`src/rtl/dtw_pkg.sv`:
```
// -----------------------------------------------------------------------------
// dtw_pkg
// Shared definitions for the DTW result reader: the reader state encoding,
// the record layout (three 32-bit words per query result) and the default
// width of the valid min-cost field.
// -----------------------------------------------------------------------------
package dtw_pkg;

   typedef enum logic [1:0] {
      IDLE    = 2'd0,
      COLLECT = 2'd1,
      EMIT    = 2'd2,
      DROP    = 2'd3
   } state_e;

   localparam int REC_WORDS        = 3;
   localparam int WORD_W           = 32;
   localparam int W_QID            = 0;
   localparam int W_POS            = 1;
   localparam int W_MIN            = 2;
   localparam int MINVAL_W_DEFAULT = 16;

   // Where the reader goes once a record has been fully disposed of.
   function automatic state_e after_record(input logic en);
      state_e nxt;
      if (en) begin
         nxt = COLLECT;
      end else begin
         nxt = IDLE;
      end
      return nxt;
   endfunction

endpackage

```
`src/rtl/dtw_result_reader_if.sv`:
```
// -----------------------------------------------------------------------------
// dtw_result_reader_if
// Bundles the sink-FIFO read port and the outgoing AXI-Stream port of the
// DTW result reader.
//   master : the reader's view (drives fifo_rden and the stream outputs)
//   slave  : the environment's view (FIFO + downstream stream sink)
// Signals:
//   fifo_rden, fifo_empty, fifo_dout[31:0]
//   m_axis_tdata[AXIS_WIDTH-1:0], m_axis_tvalid, m_axis_tready, m_axis_tlast
// -----------------------------------------------------------------------------
interface dtw_result_reader_if #(
   parameter int AXIS_WIDTH = 32
);

   logic                  fifo_rden;
   logic                  fifo_empty;
   logic [31:0]           fifo_dout;
   logic [AXIS_WIDTH-1:0] m_axis_tdata;
   logic                  m_axis_tvalid;
   logic                  m_axis_tready;
   logic                  m_axis_tlast;

   modport master (
      output fifo_rden,
      input  fifo_empty,
      input  fifo_dout,
      output m_axis_tdata,
      output m_axis_tvalid,
      input  m_axis_tready,
      output m_axis_tlast
   );

   modport slave (
      input  fifo_rden,
      output fifo_empty,
      output fifo_dout,
      input  m_axis_tdata,
      input  m_axis_tvalid,
      output m_axis_tready,
      input  m_axis_tlast
   );

endinterface

```
`src/rtl/dtw_result_reader.sv`:
```
// -----------------------------------------------------------------------------
// dtw_result_reader
// Drains the DTW result sink FIFO one 3-word record at a time (qid, position,
// min cost), buffers the record locally and streams it out as a 3-beat
// AXI-Stream packet with tlast on the final beat. Counts emitted records.
//
// Optional feature (macro DTW_RESULT_FILTER_EN): records whose min cost
// exceeds min_thresh are discarded and counted in drop_count instead of
// being emitted.
//
// Ports:
//   clk, rst_n   clock, asynchronous active-low reset
//   en           allows new record collection; a record in flight completes
//   bus          dtw_result_reader_if.master (FIFO read port + AXIS output)
//   min_thresh   filter threshold (only used with the filter feature)
//   rec_count    records fully emitted (wraps)
//   drop_count   records filtered away (0 without the filter feature)
//   busy         high whenever the reader is not idle
// -----------------------------------------------------------------------------
module dtw_result_reader
   import dtw_pkg::*;
#(
   parameter int AXIS_WIDTH = 32,
   parameter int MINVAL_W   = MINVAL_W_DEFAULT
) (
   input  logic                clk,
   input  logic                rst_n,
   input  logic                en,
   dtw_result_reader_if.master bus,
   input  logic [MINVAL_W-1:0] min_thresh,
   output logic [31:0]         rec_count,
   output logic [31:0]         drop_count,
   output logic                busy
);

   localparam logic [1:0] LAST_IDX = 2'(W_MIN);
   localparam logic [1:0] NUM_REQ  = 2'(REC_WORDS);

   logic [1:0]                     rst_sync_q;
   logic                           rst_int_n;

   state_e                         state_q,   state_d;
   logic [1:0]                     req_cnt_q, req_cnt_d;
   logic [1:0]                     rcv_cnt_q, rcv_cnt_d;
   logic                           rd_pend_q, rd_pend_d;
   logic [REC_WORDS-1:0][WORD_W-1:0] buf_q,   buf_d;
   logic [1:0]                     beat_q,    beat_d;
   logic                           tvalid_q,  tvalid_d;
   logic                           tlast_q,   tlast_d;
   logic [WORD_W-1:0]              tdata_q,   tdata_d;
   logic [31:0]                    rec_cnt_q, rec_cnt_d;
   logic                           busy_q,    busy_d;
   logic                           fifo_rden_s;
`ifdef DTW_RESULT_FILTER_EN
   logic [31:0]                    drop_cnt_q, drop_cnt_d;
`else
   logic                           unused_thresh_s;
`endif

   // Reset is asserted asynchronously but released in step with clk.
   always_ff @(posedge clk or negedge rst_n) begin
      if (!rst_n) begin
         rst_sync_q <= 2'b00;
      end else begin
         rst_sync_q <= {rst_sync_q[0], 1'b1};
      end
   end

   assign rst_int_n = rst_sync_q[1];

   // Never more than three requests per record, and only while collecting.
   assign fifo_rden_s = (state_q == COLLECT) && !bus.fifo_empty && (req_cnt_q < NUM_REQ);

   // Next-state and datapath logic for collection, emission and filtering.
   always_comb begin
      state_d   = state_q;
      req_cnt_d = req_cnt_q;
      rcv_cnt_d = rcv_cnt_q;
      buf_d     = buf_q;
      beat_d    = beat_q;
      tvalid_d  = tvalid_q;
      tlast_d   = tlast_q;
      tdata_d   = tdata_q;
      rec_cnt_d = rec_cnt_q;
`ifdef DTW_RESULT_FILTER_EN
      drop_cnt_d = drop_cnt_q;
`endif
      // FIFO data shows up one cycle after an accepted read.
      rd_pend_d = fifo_rden_s;

      case (state_q)
         IDLE: begin
            req_cnt_d = 2'd0;
            rcv_cnt_d = 2'd0;
            beat_d    = 2'd0;
            if (en) begin
               state_d = COLLECT;
            end else begin
               state_d = IDLE;
            end
         end

         COLLECT: begin
            if (fifo_rden_s) begin
               req_cnt_d = req_cnt_q + 2'd1;
            end else begin
               req_cnt_d = req_cnt_q;
            end
            if (rd_pend_q) begin
               buf_d[rcv_cnt_q] = bus.fifo_dout;
               rcv_cnt_d        = rcv_cnt_q + 2'd1;
               if (rcv_cnt_q == LAST_IDX) begin
`ifdef DTW_RESULT_FILTER_EN
                  // Last word is being captured now, so judge it straight off the FIFO bus.
                  if (bus.fifo_dout[MINVAL_W-1:0] > min_thresh) begin
                     state_d = DROP;
                  end else begin
                     state_d  = EMIT;
                     tvalid_d = 1'b1;
                     tdata_d  = buf_q[W_QID];
                     tlast_d  = 1'b0;
                     beat_d   = 2'd0;
                  end
`else
                  state_d  = EMIT;
                  tvalid_d = 1'b1;
                  tdata_d  = buf_q[W_QID];
                  tlast_d  = 1'b0;
                  beat_d   = 2'd0;
`endif
               end else begin
                  state_d = COLLECT;
               end
            end else begin
               rcv_cnt_d = rcv_cnt_q;
            end
         end

         EMIT: begin
            if (tvalid_q && bus.m_axis_tready) begin
               if (beat_q == LAST_IDX) begin
                  tvalid_d  = 1'b0;
                  tlast_d   = 1'b0;
                  beat_d    = 2'd0;
                  req_cnt_d = 2'd0;
                  rcv_cnt_d = 2'd0;
                  rec_cnt_d = rec_cnt_q + 32'd1;
                  state_d   = after_record(en);
               end else begin
                  beat_d  = beat_q + 2'd1;
                  tdata_d = buf_q[beat_q + 2'd1];
                  tlast_d = ((beat_q + 2'd1) == LAST_IDX);
               end
            end else begin
               // Stalled: beat, data and last all hold.
               state_d = EMIT;
            end
         end

         DROP: begin
`ifdef DTW_RESULT_FILTER_EN
            drop_cnt_d = drop_cnt_q + 32'd1;
            req_cnt_d  = 2'd0;
            rcv_cnt_d  = 2'd0;
            state_d    = after_record(en);
`else
            state_d = IDLE;
`endif
         end

         default: begin
            state_d = IDLE;
         end
      endcase

      busy_d = (state_d != IDLE);
   end

   // State and datapath registers.
   always_ff @(posedge clk or negedge rst_int_n) begin
      if (!rst_int_n) begin
         state_q   <= IDLE;
         req_cnt_q <= 2'd0;
         rcv_cnt_q <= 2'd0;
         rd_pend_q <= 1'b0;
         buf_q     <= '0;
         beat_q    <= 2'd0;
         tvalid_q  <= 1'b0;
         tlast_q   <= 1'b0;
         tdata_q   <= 32'd0;
         rec_cnt_q <= 32'd0;
         busy_q    <= 1'b0;
      end else begin
         state_q   <= state_d;
         req_cnt_q <= req_cnt_d;
         rcv_cnt_q <= rcv_cnt_d;
         rd_pend_q <= rd_pend_d;
         buf_q     <= buf_d;
         beat_q    <= beat_d;
         tvalid_q  <= tvalid_d;
         tlast_q   <= tlast_d;
         tdata_q   <= tdata_d;
         rec_cnt_q <= rec_cnt_d;
         busy_q    <= busy_d;
      end
   end

`ifdef DTW_RESULT_FILTER_EN
   // Filtered-record counter.
   always_ff @(posedge clk or negedge rst_int_n) begin
      if (!rst_int_n) begin
         drop_cnt_q <= 32'd0;
      end else begin
         drop_cnt_q <= drop_cnt_d;
      end
   end

   assign drop_count = drop_cnt_q;
`else
   assign drop_count      = 32'd0;
   assign unused_thresh_s = ^min_thresh;
`endif

   assign bus.fifo_rden     = fifo_rden_s;
   assign bus.m_axis_tvalid = tvalid_q;
   assign bus.m_axis_tlast  = tlast_q;
   assign bus.m_axis_tdata  = AXIS_WIDTH'(tdata_q);
   assign rec_count         = rec_cnt_q;
   assign busy              = busy_q;

endmodule

```
`src/flat_wrapper.sv`:
```
// flat-port wrapper written by rule: the top's interface ports become plain ports
module dtw_result_reader_flat import dtw_pkg::*;
#(
   parameter int AXIS_WIDTH = 32,
   parameter int MINVAL_W   = MINVAL_W_DEFAULT
)
  (clk, rst_n, en, min_thresh, rec_count, drop_count, busy, bus_fifo_rden, bus_fifo_empty, bus_fifo_dout, bus_m_axis_tdata, bus_m_axis_tvalid, bus_m_axis_tready, bus_m_axis_tlast);
  dtw_result_reader_if #(.AXIS_WIDTH(AXIS_WIDTH)) bus_i ();
  input  logic clk;
  input  logic rst_n;
  input  logic en;
  input  logic [MINVAL_W-1:0] min_thresh;
  output logic [31:0] rec_count;
  output logic [31:0] drop_count;
  output logic busy;
  output wire logic [$bits(bus_i.fifo_rden)-1:0] bus_fifo_rden;
  input wire logic [$bits(bus_i.fifo_empty)-1:0] bus_fifo_empty;
  input wire logic [$bits(bus_i.fifo_dout)-1:0] bus_fifo_dout;
  output wire logic [$bits(bus_i.m_axis_tdata)-1:0] bus_m_axis_tdata;
  output wire logic [$bits(bus_i.m_axis_tvalid)-1:0] bus_m_axis_tvalid;
  input wire logic [$bits(bus_i.m_axis_tready)-1:0] bus_m_axis_tready;
  output wire logic [$bits(bus_i.m_axis_tlast)-1:0] bus_m_axis_tlast;
  assign bus_fifo_rden = bus_i.fifo_rden;
  assign bus_i.fifo_empty = bus_fifo_empty;
  assign bus_i.fifo_dout = bus_fifo_dout;
  assign bus_m_axis_tdata = bus_i.m_axis_tdata;
  assign bus_m_axis_tvalid = bus_i.m_axis_tvalid;
  assign bus_i.m_axis_tready = bus_m_axis_tready;
  assign bus_m_axis_tlast = bus_i.m_axis_tlast;
  dtw_result_reader #(.AXIS_WIDTH(AXIS_WIDTH), .MINVAL_W(MINVAL_W)) u_core (.clk(clk), .rst_n(rst_n), .en(en), .bus(bus_i), .min_thresh(min_thresh), .rec_count(rec_count), .drop_count(drop_count), .busy(busy));
endmodule
```
`config.mk`:
```
export PLATFORM = sky130hd
export DESIGN_NAME = dtw_result_reader_flat
export DESIGN_NICKNAME = d
export VERILOG_FILES = /design/src/rtl/dtw_pkg.sv /design/src/rtl/dtw_result_reader_if.sv /design/src/rtl/dtw_result_reader.sv /design/src/flat_wrapper.sv
export SDC_FILE = /design/constraint.sdc
export NUM_CORES = 1
export LEC_CHECK = 0
export BUFFER_PORTS_ARGS = -buffer_cell sky130_fd_sc_hd__buf_2
export CELL_PAD_IN_SITES_DETAIL_PLACEMENT = 1
export CELL_PAD_IN_SITES_GLOBAL_PLACEMENT = 1
export CORE_MARGIN = 2
export CORE_UTILIZATION = 45
export DETAILED_ROUTE_END_ITERATION = 12
export PLACE_DENSITY_LB_ADDON = 0.2
export SYNTH_ARGS = -nofsm -noshare
export SYNTH_HDL_FRONTEND = slang
export SYNTH_SLANG_ARGS = --single-unit
```
`constraint.sdc`:
```
create_clock -name clk -period 7.83 [get_ports clk]
set_input_delay 0.3915 -clock clk [delete_from_list [all_inputs] [get_ports clk]]
set_output_delay 0.3915 -clock clk [all_outputs]
set_load 0.01 [all_outputs]
```
Word-level counts from Yosys, hierarchy flattened
Index checks and enable logic that the tools add are counted.
{ "word_totals": {"in_bits": 53, "rom_bits": 0, "n_memories": 0, "register_bits": 174, "latchBits": 0, "elab_cells": 88, "mem_bits_rw": 0} }
{ "op_classes": {"n_mux": 37, "n_div": 0, "n_eq_ne": 12, "bitwise": 0, "reduce_logical": 17, "shifts": 0, "multipliers": 0, "order_cmp": 4, "add_sub_neg": 4} }
{ "ops": {"columns": ["op", "n"], "rows": [
  ["2-to-1 mux 32 bit", 6],
  ["bitwise mux 96 bit", 1],
  ["binary-select mux 32 bit (select 2 bit)", 1],
  ["demux 32 bit (select 2 bit)", 1],
  ["one-hot mux 32 bit (2 select lines)", 1],
  ["adder 32 x 1 -> 32 bit (second input constant)", 1],
  ["2-to-1 mux 2 bit", 12],
  ["one-hot mux 2 bit (3 select lines)", 3],
  ["AND reduction 4 bit", 4],
  ["== test 2 bit (second input constant)", 5],
  ["AND reduction 5 bit", 2],
  ["2-to-1 mux 1 bit", 9],
  ["!= test 2 x 1 -> 1 bit (second input constant)", 4],
  ["one-hot mux 2 bit (4 select lines)", 1],
  ["adder 2 x 1 -> 2 bit (second input constant)", 3],
  ["< comparator 2 x 3 -> 1 bit (second input constant)", 2],
  ["logical AND 1 bit", 4],
  ["!= test 2 bit (second input constant)", 2],
  ["one-hot mux 1 bit (2 select lines)", 2],
  ["nonzero test 2 bit", 2],
  ["AND reduction 3 bit", 1],
  ["nonzero test 3 bit", 1],
  ["== test 2 x 1 -> 1 bit (second input constant)", 1],
  ["greater-or-equal comparator 2 x 1 -> 1 bit (second input constant)", 1],
  ["other kinds (4)", 4]
]} }

Longest topological paths before layout
Gate-level depths: netlist (run 1).
{ "logic_depth": {"depth_word": 6, "mapped_depth": 9, "mapped_depth_nobuf": 6} }

Worst setup path after synthesis (run 1)
No wires, ideal clock.
{ "synth_timing": {"path_type": "register to register", "from": "register u_core.beat_q[0]", "to": "register u_core.rec_cnt_q[22] (netlist: u_core.rec_count[22])", "arrival_ps": 2093, "t_required_ps": 7751, "stages_incl_launch_ff": 8, "slack_ps": 5657, "synth_period_minus_slack_ps": 2173, "setup_time_ps": 79, "cell_sequence": "dfrtp_1 > inv_1 > ha_1 > nand4_4 > or4_4 > buf_6 > nor4_1 > xor2_1"} }
{ "synth_between": {"elab_chain_len": 2} }
{ "synth_lines": {"columns": ["element", "line", "source"], "rows": [
  ["start: declaration", "dtw_result_reader.sv:47", "logic [1:0] beat_q, beat_d;"],
  ["start signal: assignment", "dtw_result_reader.sv:199", "beat_q <= beat_d;"],
  ["== test 2 bit", "dtw_result_reader.sv:141", "if (beat_q == LAST_IDX) begin"],
  ["AND reduction 3 bit (no source line)", null, null],
  ["end signal: assignment", "dtw_result_reader.sv:203", "rec_cnt_q <= rec_cnt_d;"],
  ["end: declaration", "dtw_result_reader.sv:51", "logic [31:0] rec_cnt_q, rec_cnt_d;"]
]} }
No other way between the ends.
A chain may end at the register's enable or synchronous reset.

Final worst setup path (run 1)
{ "layout_timing": {"from": "register u_core.state_q[0]", "to": "register u_core.rec_cnt_q[25] (netlist: u_core.rec_count[25])"} }
{ "layout_between": {"elab_chain_len": 2} }
{ "layout_lines": {"columns": ["element", "line", "source"], "rows": [
  ["start: declaration", "dtw_result_reader.sv:42", "state_e state_q, state_d;"],
  ["start signal: assignment", "dtw_result_reader.sv:194", "state_q <= state_d;"],
  ["== test 2 bit", "dtw_result_reader.sv:91", "case (state_q)"],
  ["AND reduction 3 bit (no source line)", null, null]
]} }
No other way between the ends.

==> flow_summary.json, run 1 <==
{
  "reg2reg_from": "u_core.state_q[0]",
  "synthFlopType": "dfrtp_1",
  "design_area_um2": 8980,
  "hold_viol": 0,
  "cts_root_buf": "clkbuf_16",
  "wl_mm": 18.4,
  "ys_seq_area_frac": 0.559,
  "placed_cells": 941,
  "synth-simple-area-share": 0.0850,
  "hold_path.class": "in2reg",
  "cts_buffers": 17,
  "finalSetupTns_ns": 0,
  "drt-wirelength-per-cell_um": 18.9,
  "cts_resized": 0,
  "p_leak_uw": 0.00419,
  "ys_ff_latch": 174,
  "synth_top_family_by_area": "multiplexers",
  "die_h_um": 136,
  "die_w_um": 136,
  "worst_pin_slew_ns": 1.10,
  "cts_tree": "done",
  "grt_pass1_wl_mm": 30.4,
  "numPortBuffers": 104,
  "met1_usage": 0.262,
  "ir_drop_mv": 0.166,
  "met3_usage": 0.0520,
  "startpoint_type": "flip-flop",
  "cts_sinks": 174,
  "grtUsageMet2": 0.373,
  "synth_edf_count": 0,
  "crit_fanout": 42,
  "drt_iter0_drc": 210,
  "synthMuxAreaShare": 0.139,
  "worstPathArrival_ns": 3.49,
  "ys_warn_count": 0,
  "crit_required_ns": 8.17,
  "fmax_ghz": 0.318,
  "synthesis.area_um2": 7790,
  "row_count": 48,
  "ios": 153,
  "rrSetupSlack_ns": 4.68,
  "dr.pass1.iters": 4,
  "slew_viol_final": 0,
  "fin_cells": 973,
  "clock_latency_ns": 0.43,
  "p_per_area_nw_per_um2": 291,
  "first_global_vias": 5750,
  "synth-compound-area-share": 0.107,
  "hpwl_mm": 11.6,
  "antenna_found_initial": 3,
  "drive_above_1_share": 0.334,
  "ant_nets": 0,
  "grt_setup_unrepaired": "no",
  "place_area_um2": 8400,
  "worstSetupPathType": "reg2reg",
  "skew_ns": 0.0196,
  "fin_crit_ns": 3.15,
  "cap_violations": 0,
  "place.gp.congestion": 0.769,
  "slew-limit-headroom": 0.266,
  "fp.coreArea_um2": 17100,
  "die_area_um2": 18400,
  "min_path_cells": 2,
  "fin_nets": 802,
  "clk_path_buf_depth": 2,
  "path_cells": "inv_1 > ha_2 > nand4_4 > nor4_2 > nand4_1 > xnor2_1",
  "r2r-end": "u_core.rec_count[25]",
  "synthToLayoutAreaGrowth_pct": 15.4,
  "crit_slowest_cell": "ha_2",
  "grt_overflow": 0,
  "rr_worst_depth": 6,
  "path_clk_slew_ns": 0.07,
  "insertedDiodeCount": 0,
  "min_period_over_period": 0.402,
  "viasPerCell": 5.46,
  "initial_core_util": 0.455,
  "yosysUniqueCellTypes": 43,
  "syn-instance-count": 642,
  "outcome": "complete, no violations",
  "htree_levels": 4,
  "drc_errors": 0,
  "end_kind": "flip-flop",
  "hp-start": "bus_fifo_empty",
  "async_reset_ff_frac": 1.00,
  "track_usage": 0.212,
  "setup_violations": 0,
  "hold_end": "u_core.rd_pend_q",
  "busiest_layer": "met2",
  "grt_max_degree": 85,
  "synth_xor_xnor_area_share": 0.0349,
  "slowest_delay_ns": 0.91,
  "synthAdderAreaFrac": 0.0209,
  "avgSynthCellArea_um2": 12.1,
  "num_vias": 5312
}
## registers in the layout, summed over array words and instances (netlist names)
signal	count
u_core.rst_sync_q	2
u_core.beat_q	2
u_core.rcv_cnt_q	2
u_core.rec_count	32
u_core.bus.m_axis_tvalid	1
u_core.rd_pend_q	1
u_core.req_cnt_q	2
u_core.busy	1
u_core.state_q	2
u_core.bus.m_axis_tdata	32
u_core.buf_q	96
u_core.bus.m_axis_tlast	1
## power by group
| part | internal [uW] | switching, uW | total (uW) |
|---|---|---|---|
| sequential | 1120 | 126 | 1250 |
| clock | 470 | 347 | 817 |
| combinational | 290 | 258 | 548 |
## through the flow
stage          hold slack, ns  power, uW  worst slack [ns]   util
2_1_floorplan          0.0959       1620              2.62      -
3_3_place_gp            0.177       1770              4.64  0.491
3_5_place_dp            0.182       1820              4.60  0.491
4_1_cts                 0.162       2650              4.60  0.525
5_1_grt                 0.185       2760              4.35  0.525
6_report                0.189       2610              4.68  0.525
## per-layer routing
layer | routed length [um] | vias to the layer above
met1 | 7970 | 2758
met4 | 122 | 6
met2 | 9520 | 111
li1 | - | 2420
met5 | 40 | -
met3 | 724 | 17
## timing repair
item,in CTS,in global routing
hold buffers,1,0
endpoints found under the hold margin,2,0
buffers inserted,0,0
## layout by cell type (no fill, tap or decap), drive strengths merged, types with 18 or more instances in the layout
| cell | count |
|---|---|
| clkbuf | 22 |
| a22oi | 32 |
| a22o | 32 |
| xnor2 | 18 |
| nor2 | 40 |
| conb | 33 |
| nand2 | 27 |
| a21oi | 33 |
| mux2 | 96 |
| dfrtp | 174 |
| buf | 108 |
| nand3 | 18 |
## final cells by class
cell class	count	area, um^2
inverter	11	41.3
multi-input combinational	423	3170
timing repair buffer	109	561
clock inverter	9	85.1
sequential	174	4360
clock buffer	22	484
tap	225	282
fill	1834	8130
## synthesized netlist by cell type, drive strengths merged, types with 2 or more instances
library cell | instances | share of area
a2bb2oi | 3 | 0.0034
a21oi | 33 | 0.021
nor2b | 3 | 0.0024
o21ai | 13 | 0.0084
and2 | 5 | 0.0040
mux2 | 96 | 0.14
xor2 | 13 | 0.015
a22o | 32 | 0.036
conb | 2 | 0.00096
and3 | 5 | 0.0040
or4 | 2 | 0.0026
nor2 | 40 | 0.019
xnor2 | 18 | 0.020
nor3 | 7 | 0.0045
dfrtp | 174 | 0.56
nand2 | 27 | 0.013
a22oi | 32 | 0.031
nor4 | 4 | 0.0040
nand4 | 10 | 0.010
ha | 13 | 0.021
buf | 39 | 0.035
inv | 11 | 0.0053
nand3 | 18 | 0.012
clkbuf | 26 | 0.013
and4 | 5 | 0.0058
## worst max-delay path by stage
stage	start	endpoint	slack, ns	cells after the start
after floorplan	u_core.rst_sync_q[1]	u_core.beat_q[0]	2.62	0
after global placement	u_core.state_q[0]	u_core.rec_count[31]	4.64	6
after detailed placement	u_core.state_q[0]	u_core.rec_count[31]	4.60	6
after CTS	u_core.state_q[0]	u_core.rec_count[31]	4.60	6
after global routing	u_core.state_q[0]	u_core.rec_count[19]	4.35	6
final	u_core.state_q[0]	u_core.rec_count[25]	4.68	6
## logic make-up (layout without fill, tap and decap cells)
logic type	count (synthesis)	count (layout)
flops	174	174
other cells	2	33
xor+xnor	31	31
simple gates	130	130
buf+inv	76	151
compound gates	120	120
mux	96	96
fa+ha+maj	13	13
## worst max-delay path, delay by kind of cell, from the launching register on
family / cells / cell delay (ns)
and+or+nand+nor: 3 / 1.38
buffers and inverters: 1 / 0.11
DFF: 1 / 0.43
xor gates and xnor gates: 1 / 0.24
adders and majority gates: 1 / 0.91
No activity file was read; power rests on OpenSTA's default activity.
==> run 2: changes to the inputs <==
Settings changed: CORE_UTILIZATION 45 to 40.
Clock period 7.83 ns to 2.7 ns, I/O delays scaled along.
==> flow_summary.json, run 2 (same netlist as run 1, synthesis figures left out) <==
{
  "ir_drop_mv": 0.544,
  "p_leak_uw": 0.00443,
  "worstPathArrival_ns": 2.84,
  "finalSetupTns_ns": 0,
  "first_global_vias": 5904,
  "power_frac_seq": 0.471,
  "drt-wirelength-per-cell_um": 18.3,
  "numPortBuffers": 104,
  "dr.pass1.iters": 6,
  "startpoint_type": "flip-flop",
  "cap_violations": 0,
  "crit_fanout": 11,
  "slew_viol_final": 0,
  "clock_latency_ns": 0.43,
  "insertedDiodeCount": 0,
  "ios": 153,
  "path_clk_slew_ns": 0.06,
  "synthToLayoutAreaGrowth_pct": 22.9,
  "viasPerCell": 5.19,
  "reg2reg_from": "u_core.beat_q[0]",
  "p_int_uw": 5480,
  "rr_worst_depth": 6,
  "cts_tree": "done",
  "antenna_found_initial": 0,
  "drc_errors": 0,
  "grt_max_degree": 75,
  "row_count": 51,
  "wl_mm": 19.3,
  "fin_cells": 1059,
  "largest_reg_flops": 96,
  "place.gp.congestion": 0.785,
  "fmax_ghz": 0.402,
  "hold_path.class": "in2reg",
  "p_per_area_nw_per_um2": 804,
  "crit_required_ns": 3.05,
  "setup_violations": 0,
  "hold_viol": 0,
  "grt_overflow": 0,
  "min_period_over_period": 0.922,
  "rrSetupSlack_ns": 0.21,
  "drive_above_1_share": 0.331,
  "endpoint": "u_core.rec_count[20]",
  "slew-limit-headroom": 0.343,
  "ant_nets": 0,
  "cts_root_buf": "clkbuf_16",
  "worst_pin_slew_ns": 0.986,
  "outcome": "complete, no violations",
  "die_area_um2": 20600,
  "clockPowerShare": 0.316,
  "die_w_um": 144,
  "final_common_cell": "dfrtp_1",
  "final_cell_mix": "173 x dfrtp_1, 104 x buf_2, 96 x mux2_2, 39 x nor2_1, 36 x dlygate4sd3_1",
  "hpwl_mm": 12.2,
  "crit_path_start": "u_core.beat_q[0]",
  "clk_path_buf_depth": 2,
  "pwr-share-comb": 0.213,
  "fillers": 2039,
  "design_area_um2": 9570,
  "swShare": 0.288,
  "num_vias": 5497,
  "place_area_um2": 8620,
  "grt_setup_unrepaired": "no",
  "skew_ns": 0.00867,
  "grt_pass1_wl_mm": 31.0,
  "drt_iter0_drc": 171,
  "placed_cells": 990,
  "track_usage": 0.194,
  "regMostFlops": "u_core.buf_q",
  "worstSetupPathType": "reg2reg",
  "post_cts_buffers": 0,
  "fin_crit_ns": 2.49,
  "end_kind": "flip-flop",
  "cts_buffers": 17,
  "p_sw_uw": 2220,
  "fp.coreArea_um2": 19300,
  "cts_sinks": 174,
  "fin_nets": 847,
  "htree_levels": 4,
  "die_h_um": 144,
  "initial_core_util": 0.404,
  "r2r-end": "u_core.rec_count[20]"
}
==> run 2: cell types whose count changed in the layout (fill, tap and decap cells not counted) <==
cell / previous run / this run
inv_8: 0 / 1
buf_12: 0 / 8
o21ai_2: 0 / 1
and2_1: 5 / 4
dlygate4sd3_1: 1 / 36
clkinv_2: 3 / 2
buf_4: 4 / 5
clkbuf_1: 1 / 0
clkbuf_8: 4 / 2
and2_2: 0 / 1
inv_6: 1 / 5
==> run 2: worst min-delay path by stage <==
stage / startpoint / end / cells past startpoint
5_1_grt: bus_m_axis_tready / u_core.bus.m_axis_tvalid / 4
4_1_cts: bus_m_axis_tready / u_core.bus.m_axis_tvalid / 4
3_5_place_dp: rst_n / u_core.rst_sync_q[0] / 1
2_1_floorplan: rst_n / u_core.rst_sync_q[0] / 0
6_report: bus_m_axis_tready / u_core.bus.m_axis_tvalid / 4
3_3_place_gp: rst_n / u_core.rst_sync_q[0] / 1
==> run 2: critical path: stages (launching register included) <==
cell,delay [ns]
dfrtp_1,0.46
inv_1,0.25
ha_1,0.28
nand4_4,0.17
or4_4,0.67
nor4_1,0.40
xor2_1,0.17
==> run 2: routing by layer <==
layer,global-route usage,vias to the layer above,wire length [um]
met5,0,-,0
met4,0.0666,0,314
met2,0.339,124,9900
met1,0.242,2843,8440
met3,0.0363,24,684
li1,-,2506,-
==> run 2: what timing repair did <==
action | 4_1_cts | 5_1_grt
hold buffers | 36 | 0
endpoints found under the hold margin | 100 | 0
setup endpoints to repair | 0 | 1
resized for setup | 0 | 1
==> run 2: final cells by class <==
type,count,area [um^2],area share
flip-flops and latches,174,4360,0.455
multi-input cells,424,3180,0.333
repair buffers,153,1080,0.113
clock buffers,19,453,0.0473
well taps,265,332,0.0346
clock inverters,13,126,0.0132
inverters,11,41.3,0.00431
==> run 2: power by group through the flow <==
stage	logic, uW	registers [uW]	clock network, uW
final	1640	3630	2430
after global routing	1830	3710	2590
after CTS	1660	3630	2490
after detailed placement	1610	3670	0
after global placement	1530	3620	0
after floorplan	1000	3710	0
==> run 2: metrics by stage <==
stage,utilization,total power (uW),setup slack [ns],hold slack (ns)
after floorplan,-,4710,0.527,-0.161
after global placement,0.447,5150,0.273,-0.0799
after detailed placement,0.447,5280,0.190,-0.0765
after CTS,0.496,7780,0.161,0.115
after global routing,0.497,8120,0.0525,0.130
final,0.497,7700,0.212,0.124
